### src/rtl/pipe_flow_ctrl.sv
// Sequential half of the ID-stage hazard unit: PC, IF/ID register, detector
// feedback history, ID/EX valid bit and saturating stall/flush event counters.
module pipe_flow_ctrl #(
    parameter logic [31:0] RESET_PC = 32'h0000_0000,
    parameter logic [31:0] NOP_INS  = 32'h0000_0000,
    parameter int          CNT_W    = 16
) (
    input  logic             clk,
    input  logic             rst,
    input  logic [31:0]      imem_ins,
    input  logic [1:0]       tag,
    input  logic             flush,
    input  logic             bubble,
    input  logic             pc_en,
    output logic [31:0]      pc,
    output logic [31:0]      if_id_ins,
    output logic [31:0]      if_id_pc4,
    output logic [1:0]       flag,
    output logic [4:0]       rd_q,
    output logic             id_ex_valid,
    output logic [CNT_W-1:0] stall_cnt,
    output logic [CNT_W-1:0] flush_cnt
);

    localparam logic [1:0] TAG_LW  = 2'd1;
    localparam logic [1:0] TAG_BEQ = 2'd2;
    localparam logic [1:0] TAG_J   = 2'd3;

    logic [31:0]      r_pc;
    logic [31:0]      r_if_id_ins;
    logic [31:0]      r_if_id_pc4;
    logic [1:0]       r_flag;
    logic [4:0]       r_rd_q;
    logic             r_id_ex_valid;
    logic [CNT_W-1:0] r_stall_cnt;
    logic [CNT_W-1:0] r_flush_cnt;

    logic [31:0] w_pc4;
    logic [31:0] w_br_tgt;
    logic [31:0] w_j_tgt;
    logic [31:0] w_pc_next;
    logic        w_stall;
    logic        w_kill;

    assign w_pc4    = r_pc + 32'd4;
    assign w_br_tgt = r_if_id_pc4 + {{14{r_if_id_ins[15]}}, r_if_id_ins[15:0], 2'b00};
    assign w_j_tgt  = {r_if_id_pc4[31:28], r_if_id_ins[25:0], 2'b00};
    assign w_stall  = ~pc_en;
    assign w_kill   = pc_en & ~flush;

    always_comb begin
        w_pc_next = w_pc4;
        if (tag == TAG_J)
            w_pc_next = w_j_tgt;
        else if (tag == TAG_BEQ)
            w_pc_next = w_br_tgt;
    end

    always_ff @(posedge clk or posedge rst) begin
        if (rst) begin
            r_pc          <= RESET_PC;
            r_if_id_ins   <= NOP_INS;
            r_if_id_pc4   <= 32'd0;
            r_flag        <= 2'd0;
            r_rd_q        <= 5'd0;
            r_id_ex_valid <= 1'b0;
            r_stall_cnt   <= '0;
            r_flush_cnt   <= '0;
        end else begin
            r_id_ex_valid <= bubble;
            if (w_stall) begin
                // The lw has already moved on, so clearing flag keeps the
                // load-use stall from firing a second time on the same pair.
                r_flag <= 2'd0;
                if (r_stall_cnt != {CNT_W{1'b1}})
                    r_stall_cnt <= r_stall_cnt + 1'b1;
            end else begin
                r_pc   <= w_pc_next;
                r_flag <= tag;
                if (tag == TAG_LW)
                    r_rd_q <= r_if_id_ins[20:16];
                if (w_kill) begin
                    r_if_id_ins <= NOP_INS;
                    if (r_flush_cnt != {CNT_W{1'b1}})
                        r_flush_cnt <= r_flush_cnt + 1'b1;
                end else begin
                    r_if_id_ins <= imem_ins;
                    r_if_id_pc4 <= w_pc4;
                end
            end
        end
    end

    assign pc          = r_pc;
    assign if_id_ins   = r_if_id_ins;
    assign if_id_pc4   = r_if_id_pc4;
    assign flag        = r_flag;
    assign rd_q        = r_rd_q;
    assign id_ex_valid = r_id_ex_valid;
    assign stall_cnt   = r_stall_cnt;
    assign flush_cnt   = r_flush_cnt;

endmodule

### config.mk
export PLATFORM = sky130hd
export DESIGN_NAME = pipe_flow_ctrl
export DESIGN_NICKNAME = d
export VERILOG_FILES = /design/src/rtl/pipe_flow_ctrl.sv
export SDC_FILE = /design/constraint.sdc
export NUM_CORES = 1
export LEC_CHECK = 0
export CORE_MARGIN = 1
export CORE_UTILIZATION = 51
export DETAILED_ROUTE_END_ITERATION = 6
export PLACE_DENSITY = 0.9
export SKIP_LAST_GASP = 1
export SLEW_MARGIN = 25
export SYNTH_ARGS = -nofsm -noshare
export SYNTH_HDL_FRONTEND = slang
export SYNTH_SLANG_ARGS = --single-unit
### constraint.sdc
create_clock -name clk -period 5.5 [get_ports clk]
set_input_delay 1.1 -clock clk [delete_from_list [all_inputs] [get_ports clk]]
set_output_delay 1.1 -clock clk [all_outputs]
set_load 0.01 [all_outputs]
==> key figures <==
Cells and area
  • Final Util: 0.678
  • Design area: 10300 µm²
  • Area growth syn-to-layout: 30.3%
  • Final Net Count: 1075
  • Diode count: 0
  • Filler instances: 1129
  • Fraction of layout cells with a size suffix above 1: 0.0620

Place
  • Port bufs: between 150 and 200
  • Cell Area, Placed: 9700 µm²
  • Hpwl dp: between 15000 and 20000 µm
  • Placer congestion estimate: 0.924

Logic synthesis
  • Synth Register Bits: about 140
  • Area contributors post-synth: dfrtp_1 (43%), xnor2_1 (6.0%), ha_1 (5.1%), nor2_1 (4.4%), a21oi_1 (4.2%)
  • Synth Area in Adders: 0.0533
  • Mapped Area: 7890 µm²
  • Largest family of logic cells by synthesized area: compound AO/OA/AOI/OAI gates
  • Synth Warn #: 0
  • Post-synthesis sequential area ratio: 0.432
  • Post-synthesis mux area share: 0.0165
  • Post-synth EDFFs: 0
  • Yosys cell types: roughly 70
  • Post-synth top area cell: dfrtp_1
  • Compound-Gate Fraction of Synth Area: 0.209
  • Cells after Synth: about 860
  • Top-area cell type share of the netlist area: 0.432
  • Mapped Nets: between 900 and 1k
  • Commonest cells in the netlist: dfrtp_1 (136), nor2_1 (93), nand2_1 (84)
  • Post-Synth Simple-Gate Area: 0.165
  • Xor/xnor share of the synthesized area: 0.0900
  • Synth Area per Inst: about 9.2 µm²
  • Ys flop type: dfrtp_1
  • Ys async rst share: 1.00
  • Cell with the most instances after synthesis: dfrtp_1

Routing
  • DR vias/cell: just over 6
  • DRT iter0 DRCs: approximately 760
  • Number of routed nets with antenna violations: 0
  • Vias: 7326
  • Wirelength per Cell: about 19 µm
  • Total Wirelength: 22800 µm
  • # DRC: 0
  • Drt first pass iters: 5

CTS
  • Clock Path Buffers: 2
  • Worst-path clk slew: ~0.070 ns
  • Hold-fix buffers at CTS: 0
  • Clk sinks: between 100 and 150
  • Resized Gates After CTS: 0
  • H-tree levels: 4
  • Setup Buffers After CTS: 0
  • CTS tree: done
  • CTS root buffer: clkbuf_16
  • CTS buffer count: 17
  • Skew-Pair Late Insertion Delay: ~0.43 ns

STA
  • Period Utilization, post-route: 0.625
  • Final setup viols: 0
  • Tightest Pin Transition: 0.971 ns
  • Clock skew: 0.0106 ns
  • Max Clock Freq: 0.291 GHz
  • Max transition margin: 0.353
  • Setup TNS: 0 ns
  • Fin crit period: roughly 3.4 ns
  • Hold WS: ~0.48 ns
  • RSZ-0062 raised after global routing: no
  • Final Hold Vio Count: 0
  • Fin. max-slew vios: 0

GRT
  • Gr ovfl total: 0
  • All-Layer GR Usage: 0.290
  • Initial antenna violation count: 0
  • Number of global-route vias before repair: ~6.9k
  • First-pass GRT wire length: roughly 36000 µm
  • Largest net degree at the start of global routing: 110

Floorplanning
  • Initial Util: 0.521
  • Core area: approximately 15000 µm²
  • Die ar.: approximately 16000 µm²
  • Die height: 126 µm
  • Die X-Extent: 126 µm
  • IO Count: between 150 and 200
  • Rows: 45

Pwr
  • Pwr Density: around 400 nW/µm²
  • Total power: ~0.0041 W
  • LEAKAGE: between 4 and 5 nW
  • Worst IR drop on VDD: ~0.27 mV

Outcome
  • Run status: finished clean

Setup path
  • WS Path Type: reg2reg
  • Worst setup path start: if_id_ins[0]
  • WP data required: 5.82 ns
  • Crit-path max FO: 4
  • R2r startpoint: if_id_ins[0]
  • Worst EP arrival: approximately 3.8 ns
  • CP Capture Type: register
  • Crit start category: register

Hold path
  • Hold crit path type: reg2reg
  • Worst Hold Launch: rd_q[4]

Run
  • Max Cap Viol: 0
-- power by group --
group / leakage, nW / internal [W] / total (W) / switching [W]
Sequential: 1.70 / 0.00119 / 0.00147 / 0.000280
Combinational: 2.46 / 0.000771 / 0.00155 / 0.000775
Clock: 0.267 / 0.000629 / 0.00111 / 0.000477
-- flip-flops by register name (all words and copies together) (netlist names) --
| signal | flops |
|---|---|
| if_id_pc4 | 32 |
| pc | 32 |
| flag | 2 |
| id_ex_valid | 1 |
| stall_cnt | 16 |
| rd_q | 5 |
| flush_cnt | 16 |
| if_id_ins | 32 |
-- final timing paths --
kind	cells after the start	to	slack, ns
max in group asynchronous	3	if_id_pc4[18]	3.47
worst max register to register	11	pc[30]	2.06
worst max-delay path	11	pc[30]	2.06
worst min-delay path	2	rd_q[4]	0.48
worst min register to register	2	rd_q[4]	0.48
min in group asynchronous	2	stall_cnt[11]	1.19
-- routing by layer --
metal	up-vias	routed length, µm	global-route usage	part of all wire
li1	3370	-	-	-
met1	3557	9400	0.380	0.41
met2	339	10800	0.469	0.48
met3	60	1830	0.0569	0.080
met4	0	752	0.129	0.033
met5	-	0	0	0
-- stage by stage --
| step | setup slack (ns) | instances |
|---|---|---|
| global route | 1.87 | 1204 |
| global placement | 1.84 | 1172 |
| floorplan | 0.761 | 855 |
| finish | 2.06 | 1204 |
| CTS | 2.09 | 1204 |
| detailed placement | 1.73 | 1172 |
-- cell usage in the layout (no fill, tap or decap), types with 4 or more instances in the layout --
master           synthesis  routed
nand3_1                 26      26
a31oi_1                 10      10
a32oi_1                  4       4
ha_1                    32      32
and2_1                   7       6
dfrtp_1                136     136
a22o_1                  30      30
nand2_1                 84      84
nand4_1                 11      11
a21o_1                  15      15
o21ai_0                 65      65
xor2_1                  27      27
xnor2_1                 54      54
o21a_1                   4       4
clkdlybuf4s50_1          0     173
nor2_1                  93      93
nor3_1                   7       7
inv_6                    0       5
buf_4                    2       4
clkinv_4                 0       4
a22oi_1                  6       6
mux2i_1                  4       4
o211ai_1                 4       4
inv_1                   19      18
clkbuf_16                0      17
and4_1                   7       7
a21oi_1                 66      66
o221ai_1                 6       6
a211oi_1                 7       7
clkinvlp_4               0       4
mux2_2                   8       8
and3_1                  18      18
-- worst max-delay path: stages, from the launching register on --
cell,delay (ns)
dfrtp_1,0.41
ha_1,0.24
fa_1,0.43
a211oi_1,0.36
o211ai_2,0.19
a311oi_4,0.39
o31ai_2,0.14
a221oi_2,0.39
o21ai_1,0.15
a21oi_2,0.20
nor4b_1,0.08
or3_1,0.35
-- final cells by class --
class | instances | area, µm² | area share
multi-input combinational | 650 | 4220 | 0.410
sequential | 136 | 3400 | 0.331
timing repair buffer | 178 | 1770 | 0.172
clock buffer | 17 | 425 | 0.0414
tap | 188 | 235 | 0.0229
clock inverter | 15 | 144 | 0.0140
inverter | 20 | 82.6 | 0.00804
-- cells by family after synthesis --
group	after synthesis
buffers and inverters	69
AOI/OAI and AO/OA	249
adders and majority gates	33
muxes	12
xor gates and xnor gates	81
and+or+nand+nor	275
DFF	136
Note: power is estimated with default switching activity, not from simulation.
